--- src/rtl/lfsr_gen.sv ---
`default_nettype none
// ============================================================================
//  Module      : lfsr_gen
//  Description : Parametrised LFSR pseudo-random generator. Fibonacci or
//                Galois form is selected at run time. It has a step enable,
//                a period counter with a wrap pulse and all-zero lockup
//                detection.
//                Optional build macro: LFSR_LOCKUP_RECOVER_EN. When it is
//                defined, an enabled step taken from the all-zero state
//                reseeds the generator with SEED.
//  Revision    : 1.0 - initial release
// ============================================================================
module lfsr_gen #(
    parameter int                 WIDTH    = 26,
    parameter logic [WIDTH-1:0]   FIB_TAPS = 26'h2000023,
    parameter logic [WIDTH-1:0]   GAL_TAPS = 26'h0000047,
    parameter logic [WIDTH-1:0]   SEED     = {{(WIDTH-1){1'b0}}, 1'b1},
    parameter int                 CNT_W    = 32
) (
    input  logic              clk,
    input  logic              rst_n,
    input  logic              en,
    input  logic              load,
    input  logic              mode,
    input  logic [WIDTH-1:0]  din,
    output logic [WIDTH-1:0]  q,
    output logic              serial_out,
    output logic              wrap,
    output logic [CNT_W-1:0]  period,
    output logic              lockup
);

    localparam logic [CNT_W-1:0] C_CNT_ONE = {{(CNT_W-1){1'b0}}, 1'b1};
    localparam logic [CNT_W-1:0] C_CNT_MAX = {CNT_W{1'b1}};

    logic [WIDTH-1:0] q_q,      q_d;
    logic [WIDTH-1:0] seed_q,   seed_d;
    logic [CNT_W-1:0] cnt_q,    cnt_d;
    logic [CNT_W-1:0] period_q, period_d;
    logic             wrap_q,   wrap_d;

    logic             w_fib_fb;
    logic [WIDTH-1:0] w_fib_next;
    logic [WIDTH-1:0] w_gal_next;
    logic [WIDTH-1:0] w_step_next;
    logic             w_zero;
    logic [CNT_W-1:0] w_cnt_inc;

    // Candidate next states for both LFSR forms; mode picks one per step
    always_comb begin
        w_fib_fb    = ^(q_q & FIB_TAPS);
        w_fib_next  = {q_q[WIDTH-2:0], w_fib_fb};
        w_gal_next  = {q_q[WIDTH-2:0], 1'b0} ^ (q_q[WIDTH-1] ? GAL_TAPS : {WIDTH{1'b0}});
        w_step_next = mode ? w_gal_next : w_fib_next;
        w_zero      = (q_q == {WIDTH{1'b0}});
        // Saturating increment, so a very long sequence never reports a wrapped count
        w_cnt_inc   = (cnt_q == C_CNT_MAX) ? cnt_q : (cnt_q + C_CNT_ONE);
    end

    // Next-state selection: load beats en, and no enable means hold
    always_comb begin
        q_d      = q_q;
        seed_d   = seed_q;
        cnt_d    = cnt_q;
        period_d = period_q;
        wrap_d   = 1'b0;
        if (load) begin
            q_d    = din;
            seed_d = din;
            cnt_d  = {CNT_W{1'b0}};
        end else if (en) begin
            if (w_zero) begin
`ifdef LFSR_LOCKUP_RECOVER_EN
                q_d    = SEED;
                seed_d = SEED;
                cnt_d  = {CNT_W{1'b0}};
`else
                q_d    = q_q;
`endif
            end else begin
                q_d = w_step_next;
                if (w_step_next == seed_q) begin
                    // The step count includes the step that lands back on the seed
                    period_d = w_cnt_inc;
                    cnt_d    = {CNT_W{1'b0}};
                    wrap_d   = 1'b1;
                end else begin
                    cnt_d    = w_cnt_inc;
                end
            end
        end
    end

    // State registers with synchronous active-low reset
    always_ff @(posedge clk) begin
        if (!rst_n) begin
            q_q      <= SEED;
            seed_q   <= SEED;
            cnt_q    <= {CNT_W{1'b0}};
            period_q <= {CNT_W{1'b0}};
            wrap_q   <= 1'b0;
        end else begin
            q_q      <= q_d;
            seed_q   <= seed_d;
            cnt_q    <= cnt_d;
            period_q <= period_d;
            wrap_q   <= wrap_d;
        end
    end

    assign q          = q_q;
    assign serial_out = q_q[WIDTH-1];
    assign wrap       = wrap_q;
    assign period     = period_q;
    assign lockup     = w_zero;

endmodule
`default_nettype wire

--- config.mk ---
export PLATFORM = sky130hd
export DESIGN_NAME = lfsr_gen
export DESIGN_NICKNAME = d
export VERILOG_FILES = /design/src/rtl/lfsr_gen.sv
export SDC_FILE = /design/constraint.sdc
export NUM_CORES = 1
export LEC_CHECK = 0
export BUFFER_PORTS_ARGS = -buffer_cell sky130_fd_sc_hd__buf_4
export CORE_UTILIZATION = 39
export DETAILED_ROUTE_END_ITERATION = 10
export SYNTH_ARGS = -nofsm -noshare
export SYNTH_HDL_FRONTEND = slang
export SYNTH_SLANG_ARGS = --single-unit
--- constraint.sdc ---
create_clock -name clk -period 5.1 [get_ports clk]
set_clock_uncertainty 0.15 [all_clocks]
set_input_delay 1.02 -clock clk [delete_from_list [all_inputs] [get_ports clk]]
set_output_delay 1.02 -clock clk [all_outputs]
set_load 0.02 [all_outputs]
==> results.py <==
metrics = {
    "timing": {
        "layout_setup_ws_ps": 1705,
        "finalHoldViolations": 0,
        "drv_slew": 0,
        "rsz0062_at_grt": "false",
        "period_share_pct": 66.56,
        "layout_min_cycle_time_ps": 3395,
        "fmax_mhz": 294.6,
        "setup_viol": 0,
        "worst_pin_slew_ps": 1016,
        "tns_ps": 0,
        "worst_slew_margin_rel_pct": 31.20,
    },
    "logic_synthesis": {
        "synth_area_mm2": 0.005916,
        "synth_ff_type": "dfxtp_1",
        "synth-seq-cells": 117,
        "ys_types": 52,
        "yosysSeqAreaShare_pct": 39.59,
        "syn-num-nets": 763,
        "synth_edf_count": 0,
        "async_reset_ff_share_pct": 0,
        "syn_avg_cell_area_um2": 8.104,
        "synth_warnings": 0,
        "synthCells": 730,
    },
    "critical_path": {
        "crit_fanout": 28,
        "timing.rr.start": "q[0]$_SDFFE_PN1P_",
        "crit_required_ps": 5230,
        "startpoint_type": "flop",
        "cp-end-kind": "flop",
        "r2r_setup_slack_ps": 1710,
        "rr_worst_depth": 9,
        "crit_arrival_ps": 3520,
        "worstSetupPathType": "reg -> reg",
        "reg2reg_to": "cnt_q[28]$_SDFFE_PP0P_",
    },
    "place": {
        "gp_congestion": 0.8312,
        "preCtsSetupSlack_ps": 1295,
        "io_buffer_count": 91,
        "place_hpwl_um": 10470,
    },
    "final_layout": {
        "drive_gt1_share_pct": 17.45,
        "area_delta_synth_final_pct": 21.36,
        "nets": 829,
        "n_antenna_cell": 0,
        "layout_common_cells": "117 x dfxtp_1, 98 x buf_4, 81 x nand2_1, 67 x o21ai_0, 49 x nor2_1",
        "fillers": 1417,
        "final_util_pct": 49.03,
        "final_common_cell": "dfxtp_1",
    },
    "grt": {
        "grt_use_met3_pct": 4.322,
        "use_met1_pct": 26.39,
        "busiest_layer": "met2",
        "antenna_found_initial": 0,
        "grt_max_degree": 82,
        "met2_usage_pct": 33.42,
        "grt_pass1_wl_um": 25540,
        "grt_pass1_vias": 5045,
        "gr-total-overflow": 0,
        "grt_util_all_layers_pct": 20.63,
    },
    "power_and_ir_drop": {
        "powerDensity_mw_per_mm2": 307.6,
        "power_frac_seq_pct": 43.9,
        "power.switching_uw": 560.0,
        "peakVddDrop_v": 0.0002283,
        "internal_power_uw": 1648,
        "power.total_uw": 2208,
        "total_leakage_power_uw": 0.002812,
        "p_comb_share_pct": 9.0,
        "p_clk_share_pct": 47.1,
        "switching_share_pct": 25.36,
    },
    "floorplan": {
        "io_pins": 92,
        "die_h_um": 125.2,
        "die_w_um": 125.2,
        "dieArea_mm2": 0.01567,
        "core_mm2": 0.01464,
        "start_util_pct": 40.40,
        "rows": 44,
    },
    "min_path": {
        "worstHoldStart": "period[12]$_SDFFE_PN0P_",
        "hold_path.class": "reg -> reg",
        "hold_depth": 2,
        "min_to": "period[12]$_SDFFE_PN0P_",
    },
    "status": {
        "status": "finished, violations left",
        "violations": "DRC",
    },
    "drt": {
        "vias": 5419,
        "via_per_inst": 5.463,
        "drc": 22,
        "wl_per_cell_um": 15.83,
        "drt_iter0_drc": 406,
        "antenna_left": 0,
        "routed_wl_um": 15700,
        "drt-pass1-iter-count": 8,
    },
    "clock_network": {
        "hold_buffers": 0,
        "cts.sinks": 117,
        "root_buffer": "clkbuf_16",
        "htreeDepth": 4,
        "path_clk_slew_ps": 50,
        "post-cts-setup-buffer-count": 0,
        "post_cts_resized": 0,
        "cts_tree": "built",
        "cts_max_path_buffers": 2,
        "worstSkewPairLatency_ps": 420,
        "cts_buffers": 17,
    },
    "job": {
        "drv_cap": 0,
    },
}
==> registers in the layout, indices dropped and copies added (netlist names) <==
| name | cells |
|---|---|
| wrap | 1 |
| q | 26 |
| cnt_q | 32 |
| seed_q | 26 |
| period | 32 |
==> final cells by class <==
| class | instances | area (um2) | share of cell area [%] |
|---|---|---|---|
| multi-input cells | 552 | 3323 | 46.29 |
| flip-flops and latches | 117 | 2342 | 32.62 |
| repair buffers | 98 | 735.7 | 10.25 |
| clock buffers | 21 | 450.4 | 6.274 |
| well taps | 184 | 230.2 | 3.207 |
| clock inverters | 10 | 60.06 | 0.8365 |
| inverters | 10 | 37.54 | 0.5228 |
==> cells by family after synthesis <==
kind of cell	Yosys count	share of synthesized area, %
flip-flops	117	39.59
XOR/XNOR	45	6.662
buffers and inverters	61	4.420
adder cells (fa/ha/maj)	2	0.4229
AO/OA/AOI/OAI	169	17.28
multiplexers	28	4.780
AND/OR/NAND/NOR	308	26.84
==> per-stage QoR <==
stage	cells	hold slack, ps	area [um2]
after floorplan	730	304.8	5916
after global placement	961	297.4	6669
after detailed placement	961	296.5	6669
after CTS	992	308.4	7179
after global routing	992	325.5	7179
final	992	301.9	7179
==> worst max-delay path by stage <==
stage	startpoint	endpoint	slack [ps]	cells past startpoint
after global routing	q[1]$_SDFFE_PN0P_	cnt_q[14]$_SDFFE_PP0P_	1390	8
after floorplan	mode	cnt_q[17]$_SDFFE_PP0P_	1920	10
after CTS	q[0]$_SDFFE_PN1P_	cnt_q[20]$_SDFFE_PP0P_	1690	9
after global placement	mode	cnt_q[14]$_SDFFE_PP0P_	1410	8
final	q[0]$_SDFFE_PN1P_	cnt_q[28]$_SDFFE_PP0P_	1710	9
after detailed placement	mode	cnt_q[14]$_SDFFE_PP0P_	1300	8
==> critical path, cell delays in order (launching register included) <==
cell and delay, ps:
dfxtp_1 390, inv_1 100, ha_1 360, xnor2_1 240, o21ai_0 100, and3b_1 170, or4_4 550, or2_2 530
nand3_1 470, o21ai_0 180
==> power groups by stage <==
stage | sequential (uW) | combinational, uW | clock (uW)
2_1_floorplan | 995 | 117 | 0
3_3_place_gp | 988 | 196 | 0
3_5_place_dp | 989 | 199 | 0
4_1_cts | 970 | 200 | 1060
5_1_grt | 973 | 219 | 1100
6_report | 970 | 198 | 1040
==> Yosys cell counts (3+ instances only) <==
| cell | number | area [um2] |
|---|---|---|
| nor4_1 | 12 | 75.07 |
| and3_1 | 9 | 56.30 |
| buf_4 | 3 | 22.52 |
| a211oi_2 | 3 | 37.54 |
| mux2i_1 | 26 | 260.3 |
| buf_2 | 11 | 55.05 |
| o21ai_1 | 3 | 15.01 |
| inv_1 | 10 | 37.54 |
| o2111ai_1 | 3 | 26.28 |
| o211a_1 | 3 | 30.03 |
| and2_1 | 37 | 231.5 |
| or2_2 | 5 | 31.28 |
| or3_1 | 3 | 18.77 |
| xnor2_1 | 16 | 140.1 |
| nor2_1 | 49 | 183.9 |
| a21oi_1 | 43 | 215.2 |
| nand3_1 | 30 | 150.1 |
| nand4_1 | 19 | 118.9 |
| o21ai_0 | 67 | 335.3 |
| xor2_1 | 29 | 254.0 |
| and4_1 | 5 | 43.79 |
| a211oi_1 | 7 | 52.55 |
| nand2b_1 | 30 | 187.7 |
| o31ai_1 | 6 | 45.04 |
| clkbuf_1 | 34 | 127.6 |
| nor3_1 | 19 | 95.09 |
| nand2_1 | 81 | 304.0 |
| o211ai_1 | 9 | 67.56 |
| dfxtp_1 | 117 | 2342 |
| a21boi_0 | 9 | 67.56 |
==> layer usage <==
metal / wire [um] / part of all wire [%]
met1: 7309 / 47
met2: 7353 / 47
met4: 314 / 2.0
met5: 0 / 0
met3: 724 / 4.6
(Power assumes the default switching activity.)
